**config.mk**
```make
export PLATFORM = sky130hd
export DESIGN_NAME = wrr_burst_arbiter
export DESIGN_NICKNAME = d
export VERILOG_FILES = /design/src/rtl/wrr_arb_pkg.sv /design/src/rtl/wrr_burst_arbiter_rr_pick.sv /design/src/rtl/wrr_burst_arbiter.sv
export SDC_FILE = /design/constraint.sdc
export NUM_CORES = 1
export LEC_CHECK = 0
export ABC_AREA = 1
export CAP_MARGIN = 20
export CORE_MARGIN = 10
export CORE_UTILIZATION = 45
export CTS_CLUSTER_DIAMETER = 60
export CTS_CLUSTER_SIZE = 8
export DETAILED_ROUTE_END_ITERATION = 8
export HOLD_SLACK_MARGIN = 0.1
export PLACE_DENSITY = 0.65
export SETUP_SLACK_MARGIN = 0.3
export SKIP_CTS_REPAIR_TIMING = 1
export SYNTH_ARGS = -nofsm -noshare
export SYNTH_HDL_FRONTEND = slang
export SYNTH_SLANG_ARGS = --single-unit
```
**constraint.sdc**
```tcl
create_clock -name clk -period 3.2 [get_ports clk]
set_input_delay 0.32 -clock clk [delete_from_list [all_inputs] [get_ports clk]]
set_output_delay 0.32 -clock clk [all_outputs]
set_load 0.02 [all_outputs]
```
**src/rtl/wrr_arb_pkg.sv**
```systemverilog
// -----------------------------------------------------------------------------
// wrr_arb_pkg
// Shared types and helpers for the weighted round-robin burst arbiter.
//   arb_state_e : arbiter FSM state (IDLE = no live grant, GRANT = burst live)
//   wrap_inc    : modulo-n increment used to advance the round-robin pointer
// -----------------------------------------------------------------------------
package wrr_arb_pkg;

    typedef enum logic {
        IDLE  = 1'b0,
        GRANT = 1'b1
    } arb_state_e;

    // Increment v and wrap to 0 once it reaches n.
    function automatic int unsigned wrap_inc(input int unsigned v, input int unsigned n);
        return ((v + 1) >= n) ? 0 : (v + 1);
    endfunction

endpackage

```
**src/rtl/wrr_burst_arbiter_rr_pick.sv**
```systemverilog
// -----------------------------------------------------------------------------
// rr_pick
// Combinational round-robin picker: returns the first eligible requester when
// scanning ptr, ptr+1, ..., ptr+N-1 (mod N).
// Ports:
//   eligible [N]    : per-requester eligibility
//   ptr      [IDXW] : scan start index
//   pick     [N]    : one-hot winner, zero when nothing is eligible
//   pick_idx [IDXW] : index of the winner, zero when nothing is eligible
//   any             : at least one requester is eligible
// -----------------------------------------------------------------------------
module rr_pick #(
    parameter int N    = 4,
    parameter int IDXW = $clog2(N)
) (
    input  logic [N-1:0]    eligible,
    input  logic [IDXW-1:0] ptr,
    output logic [N-1:0]    pick,
    output logic [IDXW-1:0] pick_idx,
    output logic            any
);

    always_comb begin
        int j;
        pick     = '0;
        pick_idx = '0;
        any      = 1'b0;
        j        = 0;
        for (int k = 0; k < N; k++) begin
            // ptr < N and k < N, so one conditional subtract is a full modulo
            j = int'(ptr) + k;
            if (j >= N) begin
                j = j - N;
            end
            if (!any && eligible[j]) begin
                any      = 1'b1;
                pick[j]  = 1'b1;
                pick_idx = IDXW'(j);
            end
        end
    end

endmodule

```
**src/rtl/wrr_burst_arbiter.sv**
```systemverilog
// -----------------------------------------------------------------------------
// wrr_burst_arbiter
// Weighted round-robin arbiter for one beat-oriented shared resource. Each
// grant is a burst of up to weight[i] accepted beats; weights are programmable
// at run time through a small write port.
//
// Optional feature (macro WRR_LOCK_EN): adds input 'lock'. While lock is high
// and the granted requester keeps requesting, credit exhaustion does not end
// the burst (credit saturates at zero and beats continue).
//
// Ports:
//   clk            : clock, rising edge
//   rst_n          : asynchronous reset, active HIGH despite the name
//   lock           : (WRR_LOCK_EN only) hold the current grant past its credit
//   request [N]    : level requests, held while the client wants service
//   resource_ready : resource accepts a beat this cycle
//   cfg_we         : weight write strobe
//   cfg_idx        : weight register index (writes with cfg_idx >= N ignored)
//   cfg_weight     : weight value; 0 masks that requester
//   grant [N]      : registered one-hot grant, zero when idle
//   grant_valid    : OR of grant
//   grant_idx      : index of granted requester, zero when idle
//   beat           : a beat is transferred this cycle
// -----------------------------------------------------------------------------
module wrr_burst_arbiter
    import wrr_arb_pkg::*;
#(
    parameter int N              = 4,
    parameter int WW             = 4,
    parameter int DEFAULT_WEIGHT = 1
) (
    input  logic                 clk,
    input  logic                 rst_n,
`ifdef WRR_LOCK_EN
    input  logic                 lock,
`endif
    input  logic [N-1:0]         request,
    input  logic                 resource_ready,
    input  logic                 cfg_we,
    input  logic [$clog2(N)-1:0] cfg_idx,
    input  logic [WW-1:0]        cfg_weight,
    output logic [N-1:0]         grant,
    output logic                 grant_valid,
    output logic [$clog2(N)-1:0] grant_idx,
    output logic                 beat
);

    localparam int IDXW = $clog2(N);

    arb_state_e      state_q, state_d;
    logic [N-1:0]    grant_q, grant_d;
    logic [IDXW-1:0] grant_idx_q, grant_idx_d;
    logic [IDXW-1:0] ptr_q, ptr_d;
    logic [WW-1:0]   credit_q, credit_d;
    logic [WW-1:0]   weight_q [N];

    logic [N-1:0]    eligible;
    logic [IDXW-1:0] next_ptr;
    logic [IDXW-1:0] pick_ptr;
    logic [N-1:0]    pick;
    logic [IDXW-1:0] pick_idx;
    logic            pick_any;
    logic            req_live;
    logic            release_grant;

    always_comb begin
        for (int i = 0; i < N; i++) begin
            eligible[i] = request[i] && (weight_q[i] != '0);
        end
    end

    assign req_live    = request[grant_idx_q];
    assign grant       = grant_q;
    assign grant_valid = |grant_q;
    assign grant_idx   = grant_idx_q;
    assign beat        = grant_valid & resource_ready & req_live;

    // On release the pointer moves past the current holder; the re-pick in the
    // same cycle must already use that advanced pointer so bursts chain with
    // no bubble. In IDLE the stored pointer is used directly.
    assign next_ptr = IDXW'(wrap_inc(32'(grant_idx_q), N));
    assign pick_ptr = (state_q == GRANT) ? next_ptr : ptr_q;

    rr_pick #(
        .N    (N),
        .IDXW (IDXW)
    ) u_pick (
        .eligible (eligible),
        .ptr      (pick_ptr),
        .pick     (pick),
        .pick_idx (pick_idx),
        .any      (pick_any)
    );

    always_comb begin
        state_d       = state_q;
        grant_d       = grant_q;
        grant_idx_d   = grant_idx_q;
        ptr_d         = ptr_q;
        credit_d      = credit_q;
        release_grant = 1'b0;

        case (state_q)
            IDLE: begin
                if (pick_any) begin
                    grant_d     = pick;
                    grant_idx_d = pick_idx;
                    credit_d    = weight_q[pick_idx];
                    state_d     = GRANT;
                end
            end

            GRANT: begin
                if (beat) begin
`ifdef WRR_LOCK_EN
                    if (credit_q != '0) begin
                        credit_d = credit_q - WW'(1);
                    end
`else
                    credit_d = credit_q - WW'(1);
`endif
                end

`ifdef WRR_LOCK_EN
                // Locked bursts keep going at zero credit; once lock drops
                // a burst sitting at zero credit ends immediately.
                release_grant = !req_live ||
                                (!lock && ((beat && (credit_q == WW'(1))) ||
                                           (credit_q == '0)));
`else
                release_grant = !req_live || (beat && (credit_q == WW'(1)));
`endif

                if (release_grant) begin
                    ptr_d = next_ptr;
                    if (pick_any) begin
                        grant_d     = pick;
                        grant_idx_d = pick_idx;
                        credit_d    = weight_q[pick_idx];
                    end else begin
                        grant_d     = '0;
                        grant_idx_d = '0;
                        credit_d    = '0;
                        state_d     = IDLE;
                    end
                end
            end

            default: begin
                state_d = IDLE;
            end
        endcase
    end

    always_ff @(posedge clk or posedge rst_n) begin
        if (rst_n) begin
            state_q     <= IDLE;
            grant_q     <= '0;
            grant_idx_q <= '0;
            ptr_q       <= '0;
            credit_q    <= '0;
        end else begin
            state_q     <= state_d;
            grant_q     <= grant_d;
            grant_idx_q <= grant_idx_d;
            ptr_q       <= ptr_d;
            credit_q    <= credit_d;
        end
    end

    // Weight registers are read combinationally by the picker, so a write in
    // the same cycle as a pick of that index loads the old value. Live credit
    // is never touched by a write.
    always_ff @(posedge clk or posedge rst_n) begin
        if (rst_n) begin
            for (int i = 0; i < N; i++) begin
                weight_q[i] <= WW'(DEFAULT_WEIGHT);
            end
        end else if (cfg_we && (32'(cfg_idx) < N)) begin
            weight_q[cfg_idx] <= cfg_weight;
        end
    end

endmodule
```
Word-level counts from Yosys, hierarchy flattened:

Index checks and enable logic that the tools add are counted.

* mux-type cells: 62
* magnitude comparators: 17
* $add $sub $neg: 9
* eq/ne operators: 4
* bitwise operators: 8
* reductions and logical operators: 26

Operator list (number)
* $ge 32x1->1 const B: 4
* $lt 32x4->1 const B: 4
* $mux 32: 4
* $ge 32x4->1 const B: 3
* $sub 32x4->32 const B: 3
* $mux 4: 14
* $mux 1: 19
* $mux 2: 9
* $bwmux 16: 1
* $pmux 4 s2: 2
* $reduce_bool 4->1: 4
* $logic_and 1x1->1: 13
* $or 4x4->4: 3
* $bmux 1 s2: 5
* $ge 3x3->1 const B: 3
* $bmux 4 s2: 1
* $demux 1 s2: 4
* $demux 4 s2: 1
* $add 2x1->3 const B: 2
* $add 2x2->3 const B: 2
* $not 2->3: 2
* $reduce_and 2->1: 3
* $eq 4x1->1 const B: 1
* $logic_not 1->1: 4
* 14 further kinds: 15

* input bits: 14
* register bits: 29
* word-level logic and storage cells: 135
* output and inout port bits: 8

Longest topological paths before layout:

* word-level depth: 26
* mapped depth: 18
* gate-level depth less buffers: 17

Cells and area by module:

From an unflattened synthesis, not the netlist that was laid out.

* cells, all modules: 284
* area total of the unflattened synthesis: 2090.8 um^2

By module, submodules not included
* wrr_burst_arbiter: instances 1, cells each 207, area an instance 1612.8 um^2, seq. area each 730.7 um^2
* rr_pick: instances 1, cells each 77, area an instance 478.0 um^2, seq. area each 0.0 um^2

Least setup slack after synthesis:

OpenSTA, ideal clock, no wires.

* path kind: register to register
* start point: register grant_idx_q[0] (netlist: grant_idx[0])
* end point: register credit_q[2]
* slack: 0.701 ns
* data arrival time: 2.377 ns
* stages on the path, launching flop included: 16
* data required time: 3.078 ns
* clock period less this slack: 2.499 ns
* setup time: 0.122 ns
* buffers on the path: 0
* path through: dfrtp_1 > ha_1 > inv_1 > nand2_1 > o21ai_4 > ha_1 > inv_1 > nand3_1 > nand2_2 > nand3_4 > nor2_2 > nor2_2 > a21oi_2 > inv_2 > nor2_1 > a21oi_1

* cells in the longest elaborated chain, start to end: 26
* elaborated cells on any way between the ends: 62
* classes of those cells: add/sub: 8; order compare: 5; eq/ne: 2; mux: 35; bitwise: 2; reduce/logical: 10

RTL lines
* start, declared: line wrr_burst_arbiter.sv:52 `logic [IDXW-1:0] grant_idx_q, grant_idx_d;`
* start signal, assigned: line wrr_burst_arbiter.sv:165 `grant_idx_q <= grant_idx_d;`
* $add 2x1->3 (*): line wrr_arb_pkg.sv:16 `return ((v + 1) >= n) ? 0 : (v + 1);`
* $ge 3x3->1: line wrr_arb_pkg.sv:16
* $mux 2 (*): line wrr_arb_pkg.sv:16
* named net next_ptr[1]: line wrr_burst_arbiter.sv:58 `logic [IDXW-1:0] next_ptr;`
* $mux 2 (*): line wrr_burst_arbiter.sv:82 `assign pick_ptr = (state_q == GRANT) ? next_ptr : ptr_q;`
* parallel branches: the longest is 22 deep, another holds $sub 32x4->32
* end signal, assigned: line wrr_burst_arbiter.sv:167 `credit_q <= credit_d;`
* end, declared: line wrr_burst_arbiter.sv:54 `logic [WW-1:0] credit_q, credit_d;`

Mark *: on every way through the listed nets, which the timed path passes. The select of a mux whose other input is x is not followed.
A chain may end at the register's enable or synchronous reset.

Final worst setup path:

Same ends and word-level chain as after synthesis.

==> impl_results.html <==
<table>
<tr><th>Metric</th><th>Value</th></tr>
<tr><th colspan="2">Synth</th></tr>
<tr><td>Largest cells by area after synthesis</td><td>dfrtp_1, nand2_1, nand3_1</td></tr>
<tr><td>Area fraction of the dominant cell type after synthesis</td><td>28.7%</td></tr>
<tr><td>Post-Syn Area</td><td>2180 µm²</td></tr>
<tr><td>Library cell occupying the most area in the post-synthesis netlist</td><td>dfrtp_1</td></tr>
<tr><td>Share of the yosys chip area belonging to registers</td><td>33.5%</td></tr>
<tr><td>Yosys warning count</td><td>0</td></tr>
<tr><td>Net count after synthesis</td><td>319</td></tr>
<tr><td>Yosys cell types</td><td>33</td></tr>
<tr><td>Post-Synthesis Cells</td><td>295</td></tr>
<tr><td>Average instance area after synthesis</td><td>7.39 µm²</td></tr>
<tr><td>Number of synthesized register bits</td><td>29</td></tr>
<tr><th colspan="2">Detailed routing</th></tr>
<tr><td>DR pass1 iterations</td><td>5</td></tr>
<tr><td>Routed via count</td><td>2017</td></tr>
<tr><td>Wire length per cell</td><td>13.2 µm</td></tr>
<tr><td>Routed wire length</td><td>5.21 mm</td></tr>
<tr><td>Count of unresolved DRC violations after routing</td><td>0</td></tr>
<tr><td>First DRT Iteration DRCs</td><td>51</td></tr>
<tr><td>Ratio of routed vias to standard cells</td><td>5.11</td></tr>
<tr><td>Number of routed nets with antenna violations</td><td>0</td></tr>
<tr><th colspan="2">Setup path</th></tr>
<tr><td>Number of buffers and inverters on the critical path</td><td>3</td></tr>
<tr><td>Worst-path maximum fanout</td><td>8</td></tr>
<tr><td>Total stage count of the critical path</td><td>15</td></tr>
<tr><td>Standard cell with the maximum stage delay on the critical path</td><td>dfrtp_2</td></tr>
<tr><td>Reg2Reg Depth</td><td>15</td></tr>
<tr><td>Startpoint of the worst register-to-register path</td><td>grant_idx[0]$_DFFE_PP0P_</td></tr>
<tr><td>Cell breakdown of the critical path</td><td>ha_1, inv_1, nand2_1, o21ai_4, ha_4, inv_1, nand3_1, nand2_2, nand3_4, nor2_2, nor2_2, a21oi_4, inv_2, nor2_1, a21oi_1</td></tr>
<tr><td>Critical Path Source Type</td><td>register</td></tr>
<tr><td>Register-to-register setup slack</td><td>0.58 ns</td></tr>
<tr><td>Required arrival time at the worst endpoint</td><td>3.37 ns</td></tr>
<tr><td>Worst setup startpoint</td><td>grant_idx[0]$_DFFE_PP0P_</td></tr>
<tr><td>Last element of the critical path</td><td>credit_q[2]$_DFFE_PP0P_</td></tr>
<tr><td>Destination of the worst register-to-register timing path</td><td>credit_q[2]$_DFFE_PP0P_</td></tr>
<tr><td>Critical Path Max Stage Delay</td><td>0.46 ns</td></tr>
<tr><td>Data arrival at the endpoint of the critical path</td><td>2.79 ns</td></tr>
<tr><td>Top cell family by delay on the critical path</td><td>simple AND/OR/NAND/NOR gates</td></tr>
<tr><td>Critical path class</td><td>register to register</td></tr>
<tr><td>Kind of end point of the critical path</td><td>register</td></tr>
<tr><th colspan="2">Finish</th></tr>
<tr><td>Filler Cell Count</td><td>469</td></tr>
<tr><td>Area Overhead vs Synth</td><td>21.4%</td></tr>
<tr><td>Number of nets in the finished design</td><td>351</td></tr>
<tr><td>Fin cells</td><td>395</td></tr>
<tr><td>Sequential standard cell area</td><td>732 µm²</td></tr>
<tr><td>Area occupied by multi-input gates</td><td>1300 µm²</td></tr>
<tr><td>Layout cells sized above 1</td><td>17.1%</td></tr>
<tr><td>Final standard cell area without fillers</td><td>2650 µm²</td></tr>
<tr><td>Antenna Cells</td><td>0</td></tr>
<tr><th colspan="2">Clock network</th></tr>
<tr><td>CTS tree</td><td>yes</td></tr>
<tr><td>Max Root-Sink Buffers</td><td>2</td></tr>
<tr><td>Clock root buffer</td><td>clkbuf_8</td></tr>
<tr><td>Number of sinks handled by clock tree synthesis</td><td>29</td></tr>
<tr><td>Latest clock arrival within the worst-skew pair</td><td>0.29 ns</td></tr>
<tr><td>H-tree depth</td><td>2</td></tr>
<tr><td>Clock-pin slew of the registers on the worst-case setup and hold paths</td><td>0.06 ns</td></tr>
<tr><td>TritonCTS Buffers</td><td>5</td></tr>
<tr><th colspan="2">Timing</th></tr>
<tr><td>Final Hold Vio Count</td><td>0</td></tr>
<tr><td>Final setup skew</td><td>0.00660 ns</td></tr>
<tr><td>Transition time of the tightest slew-check pin</td><td>0.563 ns</td></tr>
<tr><td>Final count of pins violating max slew</td><td>0</td></tr>
<tr><td>Final setup violation count</td><td>0</td></tr>
<tr><td>Remaining max-slew budget at the tightest pin</td><td>62.4%</td></tr>
<tr><td>Period Utilization, post-route</td><td>82.0%</td></tr>
<tr><td>Achievable frequency</td><td>381 MHz</td></tr>
<tr><td>Setup repair after global routing missed its margin</td><td>no</td></tr>
<tr><td>Final sum of negative setup slack</td><td>0 ns</td></tr>
<tr><td>Tmin final</td><td>2.62 ns</td></tr>
<tr><td>Final Hold Slack</td><td>0.387 ns</td></tr>
<tr><th colspan="2">Floorplan</th></tr>
<tr><td>Floorplan die area</td><td>8030 µm²</td></tr>
<tr><td>Die X-Extent</td><td>89.6 µm</td></tr>
<tr><td>Number of core rows</td><td>25</td></tr>
<tr><td>Top-level I/O count</td><td>22</td></tr>
<tr><td>Die height</td><td>89.6 µm</td></tr>
<tr><td>Core Box Area</td><td>4720 µm²</td></tr>
<tr><td>Starting utilization of the core area</td><td>46.1%</td></tr>
<tr><th colspan="2">Run</th></tr>
<tr><td>Max-cap check violation count</td><td>0</td></tr>
<tr><th colspan="2">Global routing</th></tr>
<tr><td>First-pass GRT wire length</td><td>8.76 mm</td></tr>
<tr><td>Pin count of the biggest net entering global routing</td><td>29</td></tr>
<tr><td>Initial antenna violation count</td><td>0</td></tr>
<tr><td>Gr usage total</td><td>14.0%</td></tr>
<tr><td>Via count of the first global-routing pass</td><td>1901</td></tr>
<tr><td>Global route overflow</td><td>0</td></tr>
<tr><th colspan="2">Worst hold path</th></tr>
<tr><td>Hold Path Class</td><td>input pin to asynchronous set/reset pin</td></tr>
<tr><th colspan="2">Placed design</th></tr>
<tr><td>Cell count after placement</td><td>384</td></tr>
<tr><td>Count of input and output buffers</td><td>21</td></tr>
<tr><td>Total placed instance area</td><td>2460 µm²</td></tr>
<tr><td>Routability congestion estimate</td><td>0.873</td></tr>
<tr><td>Half-perimeter wire length after detailed placement</td><td>4.04 mm</td></tr>
<tr><th colspan="2">Run status</th></tr>
<tr><td>Outcome</td><td>completed</td></tr>
</table>
cell usage in the layout, fill, tap and decap left out, types with 2 or more instances in the layout:
| master | count |
|---|---|
| buf_4 | 5 |
| o21ai_0 | 24 |
| dfstp_2 | 4 |
| a221oi_1 | 2 |
| a21oi_4 | 2 |
| nand2_2 | 7 |
| inv_1 | 31 |
| nand3_1 | 28 |
| nand3_2 | 4 |
| nand2_1 | 85 |
| inv_2 | 6 |
| ha_1 | 9 |
| clkdlybuf4s50_1 | 21 |
| o21ai_4 | 2 |
| clkbuf_8 | 6 |
| a21oi_1 | 8 |
| nor2_2 | 4 |
| nor2_4 | 2 |
| nor2_1 | 26 |
| nand3b_1 | 6 |
| dfrtp_1 | 24 |
| nand2_4 | 5 |
| nand3_4 | 2 |
cell type report:
type	instances	area share, %
multi-input combinational	227	49.1
sequential	29	27.7
timing repair buffer	27	10.4
inverter	37	5.25
clock buffer	7	3.26
tap	67	3.17
clock inverter	1	1.14
per-layer routing:
| metal | routed length (µm) | share of wire, % | global-route usage (%) |
|---|---|---|---|
| met5 | 0 | 0 | 0 |
| met4 | 43 | 0.83 | 3.76 |
| met3 | 318 | 6.1 | 4.24 |
| met2 | 2490 | 48 | 23.7 |
| met1 | 2360 | 45 | 16.7 |
state kept, by name, indices dropped and copies added, names as in the netlist:
| register | flops |
|---|---|
| state_q | 1 |
| credit_q | 4 |
| weight_q | 16 |
| grant_idx | 2 |
| ptr_q | 2 |
| grant | 4 |
through the flow:
stage          util (%)  setup slack [ns]
3_5_place_dp       52.2             0.412
4_1_cts            54.6             0.369
6_report           56.0             0.577
3_3_place_gp       52.2             0.437
5_1_grt            56.0             0.339
2_1_floorplan         -             0.701
cells by family after synthesis:
family,Yosys count,share of synthesized area [%]
and+or+nand+nor,173,39.9
adders and majority gates,10,5.74
DFF,29,33.5
buffers and inverters,39,7.81
xor gates and xnor gates,1,0.402
AOI/OAI and AO/OA,43,12.6
synth_stat cells:
cell,number
o22ai_1,1
xor2_1,1
o21bai_2,1
o2111ai_1,1
a21oi_2,1
nand3_4,2
o31ai_1,1
dfrtp_1,25
a21oi_4,1
nand4_1,1
nor2_1,26
a21oi_1,8
nor4_1,1
buf_12,1
a221oi_1,2
inv_1,31
nand4_2,1
nor2_2,4
nand3_1,28
nand2_8,1
buf_6,1
nand3_2,4
inv_2,6
dfstp_2,4
ha_1,10
nand2_1,85
o21ai_4,2
a31oi_1,1
nand2_2,7
nor2_4,2
nand2_4,5
nand3b_1,6
o21ai_0,24
worst reg2reg max path: cells and delay by family, from the launching register on:
family | cells | cell delay, ns
flip-flops | 1 | 0.46
AO/OA/AOI/OAI | 3 | 0.39
AND/OR/NAND/NOR | 7 | 0.86
adder cells (fa/ha/maj) | 2 | 0.56
buffers and inverters | 3 | 0.25
how the worst min path moves through the flow:
stage / to / slack, ns / cells after the start
floorplan: credit_q[0]$_DFFE_PP0P_ / 0.40 / 1
global placement: grant[1]$_DFFE_PP0P_ / 0.49 / 2
detailed placement: grant[1]$_DFFE_PP0P_ / 0.49 / 2
CTS: grant[1]$_DFFE_PP0P_ / 0.51 / 2
global route: ptr_q[0]$_DFFE_PP0P_ / 0.44 / 2
finish: credit_q[1]$_DFFE_PP0P_ / 0.39 / 2
Power is not shown: default switching activity piles up to over one toggle a cycle in this logic, so the estimate is an artifact.
